--- src/rtl/si5340_page_sequencer.sv ---
// Streams {page,reg}/data entries to a byte-level I2C write engine for an Si5340,
// inserting page-select writes only when the target page differs from the cached one.
//
// state    | meaning
// IDLE     | waiting for start_i
// FETCH    | accepting the next config entry
// PAGE_REQ | writing the page register (0x01)
// REG_REQ  | writing the target register
// PAUSE    | settle delay after a pause-flagged entry
// DONE     | one-cycle completion pulse
// FAIL     | retries exhausted, back to IDLE
module si5340_page_sequencer #(
    parameter logic [6:0] DEV_ADDR     = 7'h74,
    parameter int         PAUSE_CYCLES = 16,
    parameter int         RETRIES      = 2
) (
    input  logic        clk_i,
    input  logic        rst_i,
    input  logic        start_i,
    input  logic        cfg_valid_i,
    output logic        cfg_ready_o,
    input  logic [15:0] cfg_addr_i,
    input  logic [7:0]  cfg_data_i,
    input  logic        cfg_pause_i,
    input  logic        cfg_last_i,
    output logic        i2c_req_o,
    input  logic        i2c_ack_i,
    input  logic        i2c_nack_i,
    output logic [6:0]  i2c_dev_o,
    output logic [7:0]  i2c_reg_o,
    output logic [7:0]  i2c_data_o,
    output logic        busy_o,
    output logic        done_o,
    output logic        err_o
);
    localparam int RW = (RETRIES < 1) ? 1 : $clog2(RETRIES + 1);
    localparam int PW = $clog2(PAUSE_CYCLES + 1);

    typedef enum logic [2:0] {
        ST_IDLE, ST_FETCH, ST_PAGE_REQ, ST_REG_REQ, ST_PAUSE, ST_DONE, ST_FAIL
    } state_t;

    state_t         state_q, state_d;
    logic [15:0]    addr_q, addr_d;
    logic [7:0]     data_q, data_d;
    logic           pause_q, pause_d;
    logic           last_q, last_d;
    logic [7:0]     cache_q, cache_d;
    logic           cache_vld_q, cache_vld_d;
    logic [RW-1:0]  retry_q, retry_d;
    logic [PW-1:0]  pcnt_q, pcnt_d;
    logic           gap_q, gap_d;
    logic           err_q, err_d;
    logic           ack_v, ack_ok, ack_bad;

    // gap_q forces one low request cycle after every sampled ack
    assign i2c_req_o   = ((state_q == ST_PAGE_REQ) || (state_q == ST_REG_REQ)) && !gap_q;
    assign ack_v       = i2c_ack_i && i2c_req_o;
    assign ack_ok      = ack_v && !i2c_nack_i;
    assign ack_bad     = ack_v && i2c_nack_i;
    assign cfg_ready_o = (state_q == ST_FETCH);
    assign busy_o      = (state_q != ST_IDLE);
    assign done_o      = (state_q == ST_DONE);
    assign err_o       = err_q;
    assign i2c_dev_o   = DEV_ADDR;

    always_comb begin
        i2c_reg_o  = 8'h00;
        i2c_data_o = 8'h00;
        if (state_q == ST_PAGE_REQ) begin
            i2c_reg_o  = 8'h01;
            i2c_data_o = addr_q[15:8];
        end else if (state_q == ST_REG_REQ) begin
            i2c_reg_o  = addr_q[7:0];
            i2c_data_o = data_q;
        end
    end

    always_comb begin
        state_d     = state_q;
        addr_d      = addr_q;
        data_d      = data_q;
        pause_d     = pause_q;
        last_d      = last_q;
        cache_d     = cache_q;
        cache_vld_d = cache_vld_q;
        retry_d     = retry_q;
        pcnt_d      = pcnt_q;
        gap_d       = ack_v;
        err_d       = err_q;
        case (state_q)
            ST_IDLE: begin
                if (start_i) begin
                    err_d       = 1'b0;
                    cache_vld_d = 1'b0;
                    state_d     = ST_FETCH;
                end
            end
            ST_FETCH: begin
                retry_d = '0;
                if (cfg_valid_i) begin
                    addr_d  = cfg_addr_i;
                    data_d  = cfg_data_i;
                    pause_d = cfg_pause_i;
                    last_d  = cfg_last_i;
                    state_d = (cache_vld_q && (cache_q == cfg_addr_i[15:8])) ? ST_REG_REQ
                                                                             : ST_PAGE_REQ;
                end
            end
            ST_PAGE_REQ, ST_REG_REQ: begin
                if (ack_ok) begin
                    retry_d = '0;
                    if (state_q == ST_PAGE_REQ) begin
                        cache_d     = addr_q[15:8];
                        cache_vld_d = 1'b1;
                        state_d     = ST_REG_REQ;
                    end else begin
                        // a direct write to the page register also moves the device page
                        if (addr_q[7:0] == 8'h01) begin
                            cache_d     = data_q;
                            cache_vld_d = 1'b1;
                        end
                        if (pause_q) begin
                            pcnt_d  = PW'(PAUSE_CYCLES - 1);
                            state_d = ST_PAUSE;
                        end else begin
                            state_d = last_q ? ST_DONE : ST_FETCH;
                        end
                    end
                end else if (ack_bad) begin
                    if (retry_q == RW'(RETRIES)) begin
                        err_d   = 1'b1;
                        state_d = ST_FAIL;
                    end else begin
                        retry_d = retry_q + RW'(1);
                    end
                end
            end
            ST_PAUSE: begin
                if (pcnt_q == '0) begin
                    state_d = last_q ? ST_DONE : ST_FETCH;
                end else begin
                    pcnt_d = pcnt_q - PW'(1);
                end
            end
            ST_DONE: state_d = ST_IDLE;
            ST_FAIL: state_d = ST_IDLE;
            default: state_d = ST_IDLE;
        endcase
    end

    always_ff @(posedge clk_i) begin
        if (rst_i) begin
            state_q     <= ST_IDLE;
            addr_q      <= '0;
            data_q      <= '0;
            pause_q     <= 1'b0;
            last_q      <= 1'b0;
            cache_q     <= '0;
            cache_vld_q <= 1'b0;
            retry_q     <= '0;
            pcnt_q      <= '0;
            gap_q       <= 1'b0;
            err_q       <= 1'b0;
        end else begin
            state_q     <= state_d;
            addr_q      <= addr_d;
            data_q      <= data_d;
            pause_q     <= pause_d;
            last_q      <= last_d;
            cache_q     <= cache_d;
            cache_vld_q <= cache_vld_d;
            retry_q     <= retry_d;
            pcnt_q      <= pcnt_d;
            gap_q       <= gap_d;
            err_q       <= err_d;
        end
    end
endmodule

--- config.mk ---
export PLATFORM = sky130hd
export DESIGN_NAME = si5340_page_sequencer
export DESIGN_NICKNAME = d
export VERILOG_FILES = /design/src/rtl/si5340_page_sequencer.sv
export SDC_FILE = /design/constraint.sdc
export NUM_CORES = 1
export LEC_CHECK = 0
export ABC_CLOCK_PERIOD_IN_PS = 2120
export CAP_MARGIN = 20
export CORE_ASPECT_RATIO = 1.75
export CORE_UTILIZATION = 49
export DETAILED_ROUTE_END_ITERATION = 8
export PLACE_DENSITY_LB_ADDON = 0.2
export SYNTH_ARGS = -nofsm -noshare
export SYNTH_HDL_FRONTEND = slang
export SYNTH_SLANG_ARGS = --single-unit
--- constraint.sdc ---
create_clock -name clk_i -period 2.12 [get_ports clk_i]
set_clock_uncertainty 0.05 [all_clocks]
set_input_delay 0.424 -clock clk_i [delete_from_list [all_inputs] [get_ports clk_i]]
set_output_delay 0.424 -clock clk_i [all_outputs]
set_load 0.03 [all_outputs]
# Word-level counts from Yosys, hierarchy flattened
# Cells that the tools add are included.
# op_classes
addsub	2
n_eq_ne	22
muxes	35
n_reduce_logical	23
# ops
op	count
8-bit two-way mux	6
3-bit two-way mux	9
5-bit two-way mux	4
2-bit inequality test, second input constant	10
5-bit AND reduction	3
3-bit inequality test, second input constant	4
3-bit case mux with 4 select lines	1
5-bit case mux with 2 select lines	1
8-bit by 1-bit equality test with 1-bit output, second input constant	1
8-bit equality test	1
1-bit two-way mux	8
2-bit nonzero test	4
3-bit by 2-bit equality test with 1-bit output, second input constant	2
3-bit equality test, second input constant	2
2-bit two-way mux	3
3-bit AND reduction	2
1-bit logical AND	5
5-bit zero test	1
5-bit by 1-bit subtractor with 5-bit output, second input constant	1
1-bit case mux with 2 select lines	2
2-bit case mux with 2 select lines	1
4-bit AND reduction	1
3-bit by 1-bit equality test with 1-bit output, second input constant	1
3-bit zero test	1
7 further kinds	8
# word_totals
reg_bits	47
inputBits	32
out_inout_bits	28
wordCells	93

# Depth between registers and ports, before layout
# depth
depth_word	8
ltp_mapped	8

# Worst setup path after synthesis
# No wires, ideal clock.
# synth_path
path_kind	flip-flop to output port
startpoint	reg state_q[0]
endpoint	out done_o
arrival_ns	1.791
required_time_ns	1.646
slack_ns	-0.145
stages_incl_launch_ff	5
path_buffers	3
cell_sequence	dfxtp_1 buf_4 clkbuf_1 clkbuf_1 nor3b_1
# synth_between
elab_chain_cells	1
# synth_lines
element	line	source
start, declared	43	state_t state_q, state_d;
start signal, assigned	166	state_q <= state_d;
3-bit equality test	63	assign done_o = (state_q == ST_DONE);
end, declared	33	output logic done_o,
# No other way between the ends.

# Worst setup path after layout
# layout_path
startpoint	reg state_q[1]
endpoint	out i2c_reg_o[7]
# layout_between
elab_chain_cells	3
word_cells_on_any_way	4
cone_classes	2 x eq/ne; 2 x mux
# layout_lines
element	line	source
3-bit by 2-bit equality test with 1-bit output	73	end else if (state_q == ST_REG_REQ) begin
8-bit two-way mux	73	
8-bit two-way mux *	70	if (state_q == ST_PAGE_REQ) begin
end, declared	30	output logic [7:0] i2c_reg_o,
# Every way passes the cells marked *; elsewhere a longest branch is shown, timed or not.

==> impl_metrics.yaml <==
logic_synthesis:
  synth_top_flop_cell: "dfxtp_1"
  synth_edf_count: 0
  avgSynthCellArea_um2: 7.79
  syn_area_mm2: 0.00243
  synthTopCellsByArea: "dfxtp_1, nand2_1, a21oi_1"
  yosysMostFrequentCell: "nand2_1"
  synth.distinct_cells: 49
  synth_common_cells: "nand2_1, dfxtp_1, a21oi_1, nor2_1, clkbuf_1"
  ys_seq_elements: 47
  synth_top_area_cell: "dfxtp_1"
  synthArstFlopShare_pct: 0
  synth_top_area_share_pct: 38.7
  yosysWarnings: 0
  ys_seq_area_share_pct: 38.7
  synthCells: 312
worst_setup_path:
  max_stage_delay_ps: 440
  crit_family: "simple AND/OR/NAND/NOR gates"
  worstPathRequired_ps: 1650
  critical_path_class: "flip-flop to output pin"
  critPathSlowestCell: "dfxtp_2"
  crit_top_cell: "buf_4"
  cp.arrival_ps: 1600
  start_kind: "flip-flop"
  path_cells: "nor2b_1, buf_4, and3_1, buf_4"
  critPathBufInv: 2
  crit_fanout: 9
  end_kind: "output pin"
global_routing:
  grt_pass1_vias: 2209
  grt_antenna_before_repair: 0
  grt_util_all_layers_pct: 23.7
  overflow: 0
  grt_max_degree: 47
  grt_pass1_wl_mm: 9.91
drt:
  drt_iter0_drc: 77
  vias: 2336
  final_antenna_net_count: 0
  avgRoutedWirePerCell_um: 14.4
  detail_route.first_pass.iterations: 4
  drcViolationCount: 0
  finalWirelength_mm: 6.07
  vias_per_cell: 5.54
final_layout:
  finalNonFillerCells: 422
  syn2layout_area_growth_pct: 29.0
  design_area_mm2: 0.00313
  layout.nets: 405
  layout-drive-gt1-share_pct: 16.8
  antennaDiodeCount: 0
pwr:
  ir_drop_uv: 595
  powerDensity_mw_per_mm2: 919
  power.leakage_uw: 0.00116
clocking:
  cts_buffers: 5
  cts_buffer_depth: 2
  clk_latency_ps: 300
  cts_root_buf: "clkbuf_8"
  cts_tree: "yes"
  h-tree-depth: 2
  clk_pin_slew_ps: 80
  cts_num_sinks: 47
place:
  dp_slack_ps: -251
  post-dp-hpwl_mm: 4.41
  place_inst: 415
  place.gp.congestion: 0.943
  place_area_mm2: 0.00302
  portBuffers: 52
run_status:
  outcome: "finished, final reports clean"
sta:
  period_needed_ps: 2070
  worst_slack_ps: 46.3
  final_max_slew_viol_count: 0
  setup_viol: 0
  max_freq_mhz: 482
  min_period_over_period_pct: 97.8
  hold_violations: 0
  rsz0062_at_grt: "false"
die:
  fp.dieH_um: 95.2
  initial_core_util_pct: 51.6
  die_area_mm2: 0.00526
  die-width_um: 55.2
  num_rows: 33
  io-pin-count: 60
  fp.coreArea_mm2: 0.00471
flow_run:
  max-cap-violations: 0
hold_path:
  min_path_type: "flip-flop to flip-flop"
worst reg2reg max path, delay by kind of cell (launching register included):
family / cells / cell delay, ps
AO/OA/AOI/OAI: 2 / 280
adder cells (fa/ha/maj): 1 / 180
buffers and inverters: 2 / 220
flip-flops: 1 / 340
AND/OR/NAND/NOR: 3 / 750
registers in the layout (all words and copies together) (netlist names):
name         cells
addr_q          16
cache_q          8
cache_vld_q      1
data_q           8
err_o            1
gap_q            1
last_q           1
pause_q          1
pcnt_q           5
retry_q          2
state_q          3
logic make-up after synthesis:
| family | synth area share (%) |
|---|---|
| mux | 4.17 |
| fa+ha+maj | 1.54 |
| flops | 38.7 |
| compound gates | 18.8 |
| xor+xnor | 2.88 |
| simple gates | 26.0 |
| buf+inv | 7.52 |
| other cells | 0.309 |
cells in the final DEF (no fill, tap or decap), drive strengths merged, types with 6 or more instances in the layout:
master,instances
a21oi,39
a311oi,9
mux2i,9
nand2,71
nor2,27
nor3,7
and3,7
clkdlybuf4s50,32
o21ai,12
buf,40
conb,7
xnor2,7
clkbuf,6
dfxtp,47
inv,9
final timing paths:
check                  start      endpoint  slack, ps  cells past startpoint
hold / removal        last_q        last_q        410                      2
setup / recovery  state_q[1]  i2c_reg_o[7]         50                      4
setup reg to reg   pcnt_q[0]     pcnt_q[2]        180                      8
hold reg to reg       last_q        last_q        410                      2
stage by stage:
step	hold WS, ps	TNS (ps)	util [%]	power [µW]
CTS	407	0	66.4	2870
detailed placement	392	-2330	64.2	2240
global placement	392	-1870	64.2	2220
floorplan	382	0	-	1860
finish	407	0	66.6	2880
global route	449	0	66.6	3050
report_power, final:
| group | internal (µW) | switching [µW] | total [µW] | leakage [µW] |
|---|---|---|---|---|
| clock | 346 | 291 | 637 | 0.0000513 |
| sequential | 998 | 117 | 1110 | 0.000382 |
| combinational | 474 | 656 | 1130 | 0.000722 |
| total | 1820 | 1060 | 2880 | 0.00116 |
metal layers:
metal | global-route usage, % | wire, µm | up-vias
li1 | - | - | 1164
met1 | 25.6 | 2420 | 1112
met2 | 46.2 | 3360 | 51
met3 | 2.99 | 173 | 9
met4 | 9.17 | 120 | 0
met5 | 0 | 0 | -
what timing repair did:
action | in CTS | in global routing
gates resized for setup | 2 | 2
setup buffers | 0 | 0
setup endpoints to repair | 8 | 7
hold buffers | 0 | 0
layout make-up:
class,count,area (µm²)
clock buffer,6,72.6
clock inverter,1,30.0
fill,443,1570
inverter,9,33.8
multi-input combinational,235,1340
sequential,47,945
tap,52,65.1
timing repair buffer,72,646
(Power assumes the default switching activity.)
